## config.mk

```make
export PLATFORM = sky130hd
export DESIGN_NAME = write_back_ctrl_flat
export DESIGN_NICKNAME = d
export VERILOG_FILES = /design/src/rtl/write_back_ctrl_pkg.sv /design/src/rtl/write_back_ctrl_if.sv /design/src/rtl/write_back_ctrl_lm_bit_picker.sv /design/src/rtl/write_back_ctrl.sv /design/src/flat_wrapper.sv
export SDC_FILE = /design/constraint.sdc
export NUM_CORES = 1
export LEC_CHECK = 0
export CORE_ASPECT_RATIO = 0.5
export CORE_UTILIZATION = 47
export CTS_BUF_LIST = sky130_fd_sc_hd__clkbuf_4 sky130_fd_sc_hd__clkbuf_8
export CTS_CLUSTER_DIAMETER = 50
export DETAILED_ROUTE_END_ITERATION = 12
export HOLD_SLACK_MARGIN = 0.12
export PLACE_DENSITY = 0.76
export SLEW_MARGIN = 10
export SYNTH_ARGS = -nofsm -noshare
export SYNTH_HDL_FRONTEND = slang
export SYNTH_SLANG_ARGS = --single-unit
```

## constraint.sdc

```tcl
create_clock -name clk -period 5.05 [get_ports clk]
set_input_delay 1.01 -clock clk [delete_from_list [all_inputs] [get_ports clk]]
set_output_delay 1.01 -clock clk [all_outputs]
set_load 0.03 [all_outputs]
```

## src/rtl/write_back_ctrl_pkg.sv

```systemverilog
// wb_pkg: shared encodings for the write-back controller.
//   - opcode values of the instructions the controller decodes
//   - REG_SEL_* / R7_SEL_* source codes; their order matches the write-back muxes
//   - ADD/NDU condition field codes
//   - FSM state type
//   - cond_pass(): evaluates a condition field against the execute flags
package wb_pkg;

  localparam logic [3:0] OP_ADD = 4'b0000;
  localparam logic [3:0] OP_ADI = 4'b0001;
  localparam logic [3:0] OP_NDU = 4'b0010;
  localparam logic [3:0] OP_LHI = 4'b0011;
  localparam logic [3:0] OP_LW  = 4'b0100;
  localparam logic [3:0] OP_SW  = 4'b0101;
  localparam logic [3:0] OP_LM  = 4'b0110;
  localparam logic [3:0] OP_SM  = 4'b0111;
  localparam logic [3:0] OP_JAL = 4'b1000;
  localparam logic [3:0] OP_JLR = 4'b1001;
  localparam logic [3:0] OP_BEQ = 4'b1100;

  // General register write-source mux ordering
  localparam logic [1:0] REG_SEL_MEM   = 2'd0;
  localparam logic [1:0] REG_SEL_ALU   = 2'd1;
  localparam logic [1:0] REG_SEL_IMM   = 2'd2;
  localparam logic [1:0] REG_SEL_PCINC = 2'd3;

  // R7 write-source mux ordering
  localparam logic [1:0] R7_SEL_IMM   = 2'd0;
  localparam logic [1:0] R7_SEL_MEM   = 2'd1;
  localparam logic [1:0] R7_SEL_PCIMM = 2'd2;
  localparam logic [1:0] R7_SEL_ALU   = 2'd3;

  localparam logic [1:0] COND_ALWAYS = 2'b00;
  localparam logic [1:0] COND_ZERO   = 2'b01;
  localparam logic [1:0] COND_CARRY  = 2'b10;
  localparam logic [1:0] COND_NEVER  = 2'b11;

  typedef enum logic [0:0] {
    ST_IDLE = 1'b0,
    ST_LM   = 1'b1
  } wb_state_e;

  function automatic logic cond_pass(input logic [1:0] c, input logic cf, input logic zf);
    case (c)
      COND_ALWAYS: return 1'b1;
      COND_ZERO:   return zf;
      COND_CARRY:  return cf;
      default:     return 1'b0;
    endcase
  endfunction

endpackage

```

## src/rtl/write_back_ctrl_if.sv

```systemverilog
// write_back_ctrl_if: instruction handshake from decode/execute plus the
// select/strobe bundle towards the write-back muxes and register file.
//   master: instruction source (drives in_valid/opcode/cond/rd/reg_list/flags)
//   slave : write_back_ctrl (drives in_ready and all write-back controls)
interface write_back_ctrl_if;
  logic       in_valid;
  logic       in_ready;
  logic [3:0] opcode;
  logic [1:0] cond;
  logic [2:0] rd;
  logic [7:0] reg_list;
  logic       carry_flag;
  logic       zero_flag;
  logic [1:0] reg_select;
  logic [1:0] r7_select;
  logic       reg_write;
  logic [2:0] reg_addr;
  logic       r7_write;
  logic [2:0] mem_offset;
  logic       lm_done;

  modport master (
    output in_valid, opcode, cond, rd, reg_list, carry_flag, zero_flag,
    input  in_ready, reg_select, r7_select, reg_write, reg_addr, r7_write,
           mem_offset, lm_done
  );

  modport slave (
    input  in_valid, opcode, cond, rd, reg_list, carry_flag, zero_flag,
    output in_ready, reg_select, r7_select, reg_write, reg_addr, r7_write,
           mem_offset, lm_done
  );
endinterface

```

## src/rtl/write_back_ctrl_lm_bit_picker.sv

```systemverilog
// lm_bit_picker: lowest-set-bit priority encoder for the LM register list.
//   list      in  8  remaining registers, bit i = Ri
//   index     out 3  number of the lowest set bit (0 when list is empty)
//   found     out 1  list has at least one set bit
//   remaining out 8  list with the lowest set bit cleared
module lm_bit_picker (
  input  logic [7:0] list,
  output logic [2:0] index,
  output logic       found,
  output logic [7:0] remaining
);

  logic [7:0] lowest_s;

  // Isolate the lowest set bit, then encode its position
  always_comb begin
    lowest_s  = list & ~(list - 8'd1);
    remaining = list & (list - 8'd1);
    found     = |list;
    index     = 3'd0;
    for (int i = 0; i < 8; i++) begin
      index = index | ({3{lowest_s[i]}} & 3'(i));
    end
  end

endmodule

```

## src/rtl/write_back_ctrl.sv

```systemverilog
// write_back_ctrl: write-back stage sequencer. Accepts one decoded
// instruction per handshake and, one cycle later, drives the general and R7
// write strobes, their source selects and the destination address. LM is
// expanded into one register write per cycle in ascending register order.
//   clk   : clock, all state on rising edge
//   reset : synchronous, active-low
//   bus   : write_back_ctrl_if.slave (handshake, operands, write-back controls)
module write_back_ctrl
  import wb_pkg::*;
(
  input logic               clk,
  input logic               reset,
  write_back_ctrl_if.slave  bus
);

  wb_state_e  state_r;
  logic [7:0] list_r;
  logic [1:0] reg_select_r;
  logic [1:0] r7_select_r;
  logic       reg_write_r;
  logic [2:0] reg_addr_r;
  logic       r7_write_r;
  logic [2:0] mem_offset_r;
  logic       lm_done_r;

  logic       in_ready_s;
  logic       accept_s;
  logic [7:0] pick_in_s;
  logic [2:0] pick_idx_s;
  logic       pick_found_s;
  logic [7:0] pick_rem_s;
  logic       lm_issue_s;
  logic       lm_last_s;
  logic [2:0] lm_off_s;
  logic       is_r7_s;
  logic       cond_ok_s;
  logic       dec_reg_we_s;
  logic [1:0] dec_reg_sel_s;
  logic       dec_r7_we_s;
  logic [1:0] dec_r7_sel_s;

  // In IDLE the picker looks at the incoming list so the first LM write
  // issues on the accept edge; in LM it walks the latched list.
  lm_bit_picker u_picker (
    .list      (pick_in_s),
    .index     (pick_idx_s),
    .found     (pick_found_s),
    .remaining (pick_rem_s)
  );

  // Handshake and LM issue control
  always_comb begin
    in_ready_s = (state_r == ST_IDLE);
    accept_s   = bus.in_valid & in_ready_s & reset;
    pick_in_s  = (state_r == ST_LM) ? list_r : bus.reg_list;
    lm_issue_s = (state_r == ST_LM) |
                 (accept_s & (bus.opcode == OP_LM) & pick_found_s);
    lm_last_s  = (pick_rem_s == 8'd0);
    lm_off_s   = (state_r == ST_LM) ? (mem_offset_r + 3'd1) : 3'd0;
  end

  // Single-instruction decode; rd=7 redirects the write to the R7 port
  always_comb begin
    is_r7_s       = (bus.rd == 3'd7);
    cond_ok_s     = cond_pass(bus.cond, bus.carry_flag, bus.zero_flag);
    dec_reg_we_s  = 1'b0;
    dec_reg_sel_s = REG_SEL_ALU;
    dec_r7_we_s   = 1'b0;
    dec_r7_sel_s  = R7_SEL_ALU;
    case (bus.opcode)
      OP_ADD, OP_NDU: begin
        dec_reg_we_s = cond_ok_s & ~is_r7_s;
        dec_r7_we_s  = cond_ok_s & is_r7_s;
      end
      OP_ADI: begin
        dec_reg_we_s = ~is_r7_s;
        dec_r7_we_s  = is_r7_s;
      end
      OP_LHI: begin
        dec_reg_we_s  = ~is_r7_s;
        dec_reg_sel_s = REG_SEL_IMM;
        dec_r7_we_s   = is_r7_s;
        dec_r7_sel_s  = R7_SEL_IMM;
      end
      OP_LW: begin
        dec_reg_we_s  = ~is_r7_s;
        dec_reg_sel_s = REG_SEL_MEM;
        dec_r7_we_s   = is_r7_s;
        dec_r7_sel_s  = R7_SEL_MEM;
      end
      OP_JAL: begin
        // Link to rd is dropped when rd=7: the branch target wins R7
        dec_reg_we_s  = ~is_r7_s;
        dec_reg_sel_s = REG_SEL_PCINC;
        dec_r7_we_s   = 1'b1;
        dec_r7_sel_s  = R7_SEL_PCIMM;
      end
      OP_JLR: begin
        dec_reg_we_s  = ~is_r7_s;
        dec_reg_sel_s = REG_SEL_PCINC;
        dec_r7_we_s   = 1'b1;
        dec_r7_sel_s  = R7_SEL_ALU;
      end
      OP_BEQ: begin
        dec_r7_we_s  = bus.zero_flag;
        dec_r7_sel_s = R7_SEL_PCIMM;
      end
      default: begin
        dec_reg_we_s = 1'b0;
        dec_r7_we_s  = 1'b0;
      end
    endcase
  end

  // FSM and registered write-back controls; strobes default low each cycle
  always_ff @(posedge clk) begin
    if (!reset) begin
      state_r      <= ST_IDLE;
      list_r       <= 8'd0;
      reg_select_r <= 2'd0;
      r7_select_r  <= 2'd0;
      reg_write_r  <= 1'b0;
      reg_addr_r   <= 3'd0;
      r7_write_r   <= 1'b0;
      mem_offset_r <= 3'd0;
      lm_done_r    <= 1'b0;
    end else begin
      reg_write_r <= 1'b0;
      r7_write_r  <= 1'b0;
      lm_done_r   <= 1'b0;
      if (lm_issue_s) begin
        if (pick_idx_s == 3'd7) begin
          r7_write_r  <= 1'b1;
          r7_select_r <= R7_SEL_MEM;
        end else begin
          reg_write_r  <= 1'b1;
          reg_select_r <= REG_SEL_MEM;
          reg_addr_r   <= pick_idx_s;
        end
        mem_offset_r <= lm_off_s;
        list_r       <= pick_rem_s;
        lm_done_r    <= lm_last_s;
        state_r      <= lm_last_s ? ST_IDLE : ST_LM;
      end else if (accept_s) begin
        // Empty-list LM lands here and decodes to no strobes
        reg_write_r <= dec_reg_we_s;
        r7_write_r  <= dec_r7_we_s;
        if (dec_reg_we_s) begin
          reg_select_r <= dec_reg_sel_s;
          reg_addr_r   <= bus.rd;
        end else begin
          reg_select_r <= reg_select_r;
        end
        if (dec_r7_we_s) begin
          r7_select_r <= dec_r7_sel_s;
        end else begin
          r7_select_r <= r7_select_r;
        end
      end else begin
        state_r <= state_r;
      end
    end
  end

  assign bus.in_ready   = in_ready_s;
  assign bus.reg_select = reg_select_r;
  assign bus.r7_select  = r7_select_r;
  assign bus.reg_write  = reg_write_r;
  assign bus.reg_addr   = reg_addr_r;
  assign bus.r7_write   = r7_write_r;
  assign bus.mem_offset = mem_offset_r;
  assign bus.lm_done    = lm_done_r;

endmodule

```

## src/flat_wrapper.sv

```systemverilog
// flat-port wrapper written by rule: the top's interface ports become plain ports
module write_back_ctrl_flat import wb_pkg::*;
  (clk, reset, bus_in_valid, bus_opcode, bus_cond, bus_rd, bus_reg_list, bus_carry_flag, bus_zero_flag, bus_in_ready, bus_reg_select, bus_r7_select, bus_reg_write, bus_reg_addr, bus_r7_write, bus_mem_offset, bus_lm_done);
  write_back_ctrl_if bus_i ();
  input logic clk;
  input logic reset;
  input wire logic [$bits(bus_i.in_valid)-1:0] bus_in_valid;
  input wire logic [$bits(bus_i.opcode)-1:0] bus_opcode;
  input wire logic [$bits(bus_i.cond)-1:0] bus_cond;
  input wire logic [$bits(bus_i.rd)-1:0] bus_rd;
  input wire logic [$bits(bus_i.reg_list)-1:0] bus_reg_list;
  input wire logic [$bits(bus_i.carry_flag)-1:0] bus_carry_flag;
  input wire logic [$bits(bus_i.zero_flag)-1:0] bus_zero_flag;
  output wire logic [$bits(bus_i.in_ready)-1:0] bus_in_ready;
  output wire logic [$bits(bus_i.reg_select)-1:0] bus_reg_select;
  output wire logic [$bits(bus_i.r7_select)-1:0] bus_r7_select;
  output wire logic [$bits(bus_i.reg_write)-1:0] bus_reg_write;
  output wire logic [$bits(bus_i.reg_addr)-1:0] bus_reg_addr;
  output wire logic [$bits(bus_i.r7_write)-1:0] bus_r7_write;
  output wire logic [$bits(bus_i.mem_offset)-1:0] bus_mem_offset;
  output wire logic [$bits(bus_i.lm_done)-1:0] bus_lm_done;
  assign bus_i.in_valid = bus_in_valid;
  assign bus_i.opcode = bus_opcode;
  assign bus_i.cond = bus_cond;
  assign bus_i.rd = bus_rd;
  assign bus_i.reg_list = bus_reg_list;
  assign bus_i.carry_flag = bus_carry_flag;
  assign bus_i.zero_flag = bus_zero_flag;
  assign bus_in_ready = bus_i.in_ready;
  assign bus_reg_select = bus_i.reg_select;
  assign bus_r7_select = bus_i.r7_select;
  assign bus_reg_write = bus_i.reg_write;
  assign bus_reg_addr = bus_i.reg_addr;
  assign bus_r7_write = bus_i.r7_write;
  assign bus_mem_offset = bus_i.mem_offset;
  assign bus_lm_done = bus_i.lm_done;
  write_back_ctrl u_core (.clk(clk), .reset(reset), .bus(bus_i));
endmodule
```

==> metrics.log <==
INFO  metric outcome = completed
INFO  metric critical_path.startpoint_type = register
INFO  metric syn-cell-area = 1490 um2
INFO  metric switching_power = 0.111 mW
INFO  metric setup-violations-final = 0
INFO  metric hold_buffer_count_at_cts = 0
INFO  metric yosysUniqueCellTypes = 57
INFO  metric nets = 234
INFO  metric start_util = 0.495
INFO  metric critical-path-max-stage-delay = 0.94 ns
INFO  metric global_route.overflow_total = 0
INFO  metric io-pin-count = 36
INFO  metric die_area = 3420 um2
INFO  metric worstPathBufferInverterCount = 2
INFO  metric ctsResizeCount = 0
INFO  metric hold_path_class = register to register
INFO  metric main_area_contributors_after_synthesis = sky130_fd_sc_hd__dfxtp_1 (28%), sky130_fd_sc_hd__a21oi_1 (6.0%), sky130_fd_sc_hd__nor2_1 (3.8%)
INFO  metric synthMostInstantiatedCell = sky130_fd_sc_hd__dfxtp_1
INFO  metric clock_tree_from_tritoncts = yes
INFO  metric critical-path-top-delay-family = buffers and inverters
INFO  metric clock_power_share = 0.310
INFO  metric postRouteWirelength = 3700 um
INFO  metric intPower = 0.263 mW
INFO  metric antenna_found_initial = 0
INFO  metric sw_frac_of_total = 0.296
INFO  metric drt-vias-per-instance = 6.06
INFO  metric syn-num-nets = 204
INFO  metric cts.sink_count = 21
INFO  metric antenna_cells_inserted = 0
INFO  metric clock_path_buffers = 2
INFO  metric port_buffers = 35
INFO  metric setup_total_negative_slack = 0 ns
INFO  metric crit_path_max_fanout = 26
INFO  metric cts.clk_slew.worst_paths = 0.08 ns
INFO  metric cellLeakagePower = 0.628 nW
INFO  metric grt_start_max_net_pins = 27
INFO  metric timing.max_cap.violations = 0
INFO  metric synth_top_area_cell = sky130_fd_sc_hd__dfxtp_1
INFO  metric cts.htree.levels = 1
INFO  metric cts_inserted_buffers = 3
INFO  metric period_needed = 3.48 ns
INFO  metric drt_drc_violations_left = 0
INFO  metric irDropWorstVdd = 0.108 mV
INFO  metric drt_first_iter_violations = 82
INFO  metric clock-root-buffer = sky130_fd_sc_hd__clkbuf_8
INFO  metric final_util = 0.623
INFO  metric global_route_wire_length_before_repair = 6030 um
INFO  metric share_comb_of_total_power = 0.229
INFO  metric layout_worst_path_cycle_share = 0.688
INFO  metric dr.pass1.iters = 6
INFO  metric regToRegSetupSlack = 2.28 ns
INFO  metric warnings_synthesis = 0
INFO  metric final_max_slew_viol_count = 0
INFO  metric power.density_cell_area = 199 nW/um2
INFO  metric synth_seq_area_share = 0.282
INFO  metric tightest_slew = 0.929 ns
INFO  metric worst_path_cell_trace = clkinv_1 -> clkdlybuf4s50_1
INFO  metric first_global_vias = 1,302
INFO  metric synth_seq_cells = 21
INFO  metric areaGrowthSynthToFinish = 25.8%
INFO  metric hpwl_after_detailed_placement = 2740 um
INFO  metric timing.clock.skew = 0.00439 ns
INFO  metric postSynth.topFlopCell = sky130_fd_sc_hd__dfxtp_1
INFO  metric die_y = 41.8 um
INFO  metric detail-route-antenna-nets = 0
INFO  metric grt_setup_unrepaired = false
INFO  metric whs = 0.476 ns
INFO  metric gp_congestion = 0.955
INFO  metric number_of_enable_flip_flop_cells_after_synthesis = 0
INFO  metric num_rows = 14
INFO  metric criticalPathCategory = register to output pin
INFO  metric synth.avg_cell_area = 8.24 um2
INFO  metric layout-drive-gt1-share = 0.105
INFO  metric synthTopCellsByCount = sky130_fd_sc_hd__dfxtp_1 (21), sky130_fd_sc_hd__a21oi_1 (18), sky130_fd_sc_hd__nor2_1 (15)
INFO  metric chipWidth = 81.7 um
INFO  metric worstPathArrival = 2.47 ns
INFO  metric ys_async_sr_fraction = 0
INFO  metric routedWlPerCell = 14.8 um
INFO  metric pwr-share-seq = 0.461
INFO  metric core_area = 3010 um2
INFO  metric worst_ep_required_time = 4.04 ns
INFO  metric report.final.hold_viol_count = 0
INFO  metric num_vias = 1,515
INFO  metric post_cts_buffers = 0
INFO  metric relSlewSlack = 0.380
INFO  metric cp_slowest_cell = sky130_fd_sc_hd__dfxtp_1
INFO  metric number_of_standard_cells_after_synthesis = 181
INFO  metric gr-usage-all-layers = 0.230
INFO  metric achievable-frequency = 0.288 GHz
INFO  metric yosysTopAreaCellShare = 0.282
INFO  metric critical_path.endpoint_type = output pin
INFO  metric insertion_delay = 0.27 ns
==> per-layer routing <==
metal / vias up / routed length (um) / global-route usage
li1: 743 / - / -
met1: 713 / 1720 / 0.318
met2: 52 / 1680 / 0.365
met3: 7 / 258 / 0.0462
met4: 0 / 40 / 0.0596
met5: - / 0 / 0
==> power groups by stage <==
stage | Sequential, mW | Clock [mW] | Combinational [mW]
6_report | 0.173 | 0.116 | 0.0856
3_3_place_gp | 0.176 | 0 | 0.0838
5_1_grt | 0.173 | 0.124 | 0.0926
4_1_cts | 0.173 | 0.118 | 0.0850
2_1_floorplan | 0.182 | 0 | 0.0453
3_5_place_dp | 0.176 | 0 | 0.0847
==> kinds of logic after synthesis <==
family / count (synthesis) / share of synthesized area
compound gates: 72 / 0.372
mux: 5 / 0.0352
flops: 21 / 0.282
buf+inv: 16 / 0.0570
fa+ha+maj: 1 / 0.00839
simple gates: 66 / 0.246
==> worst register-to-register path, delay by kind of cell (launching register included) <==
family / cells / cell delay, ns
flops: 1 / 0.94
buf+inv: 1 / 0.54
compound gates: 4 / 1.20
==> layout make-up <==
type / instances / area [um2]
well taps: 40 / 50.0
repair buffers: 35 / 350
clock inverters: 1 / 5.00
fillers: 269 / 1140
multi-input cells: 144 / 986
inverters: 6 / 22.5
flip-flops and latches: 21 / 420
clock buffers: 3 / 41.3
==> path summary, 6_finish.rpt <==
check                           startpoint                        to  cells past startpoint
hold / removal    u_core.bus.reg_select[1]  u_core.bus.reg_select[1]                      2
setup / recovery            u_core.state_r              bus_in_ready                      2
hold reg to reg   u_core.bus.reg_select[1]  u_core.bus.reg_select[1]                      2
setup reg to reg            u_core.state_r    u_core.bus.reg_addr[1]                      5
==> per-stage QoR <==
step / area (um2) / worst slack, ns / power [mW] / instances
after global placement: 1830 / 1.67 / 0.260 / 246
after detailed placement: 1830 / 1.62 / 0.261 / 246
after CTS: 1880 / 1.61 / 0.375 / 250
after floorplan: 1490 / 2.50 / 0.227 / 181
final: 1880 / 1.57 / 0.374 / 250
after global routing: 1880 / 1.48 / 0.390 / 250
==> sequential cells by signal, indices dropped and copies added, names as in the netlist <==
register,cells
u_core.list_r,7
u_core.bus.mem_offset,3
u_core.bus.reg_addr,3
u_core.bus.r7_select,2
u_core.bus.reg_select,2
u_core.bus.lm_done,1
u_core.bus.r7_write,1
u_core.bus.reg_write,1
u_core.state_r,1
==> placed cells by master, fill, tap and decap left out, types with 3 or more instances in the layout <==
master and n:
sky130_fd_sc_hd__mux2i_1 3, sky130_fd_sc_hd__nor3b_1 3, sky130_fd_sc_hd__a21oi_1 18, sky130_fd_sc_hd__o211ai_1 4
sky130_fd_sc_hd__a22oi_1 3, sky130_fd_sc_hd__clkdlybuf4s50_1 35, sky130_fd_sc_hd__o21ai_0 10, sky130_fd_sc_hd__inv_1 5
sky130_fd_sc_hd__and3_1 3, sky130_fd_sc_hd__clkbuf_8 3, sky130_fd_sc_hd__nor3_1 9, sky130_fd_sc_hd__a211oi_1 6
sky130_fd_sc_hd__a21o_1 4, sky130_fd_sc_hd__nand2b_1 4, sky130_fd_sc_hd__nand3_1 5, sky130_fd_sc_hd__dfxtp_1 21
sky130_fd_sc_hd__nor2_1 15, sky130_fd_sc_hd__o31ai_1 3, sky130_fd_sc_hd__nor2b_1 3, sky130_fd_sc_hd__nand2_1 14
Note: power is estimated with default switching activity, not from simulation.
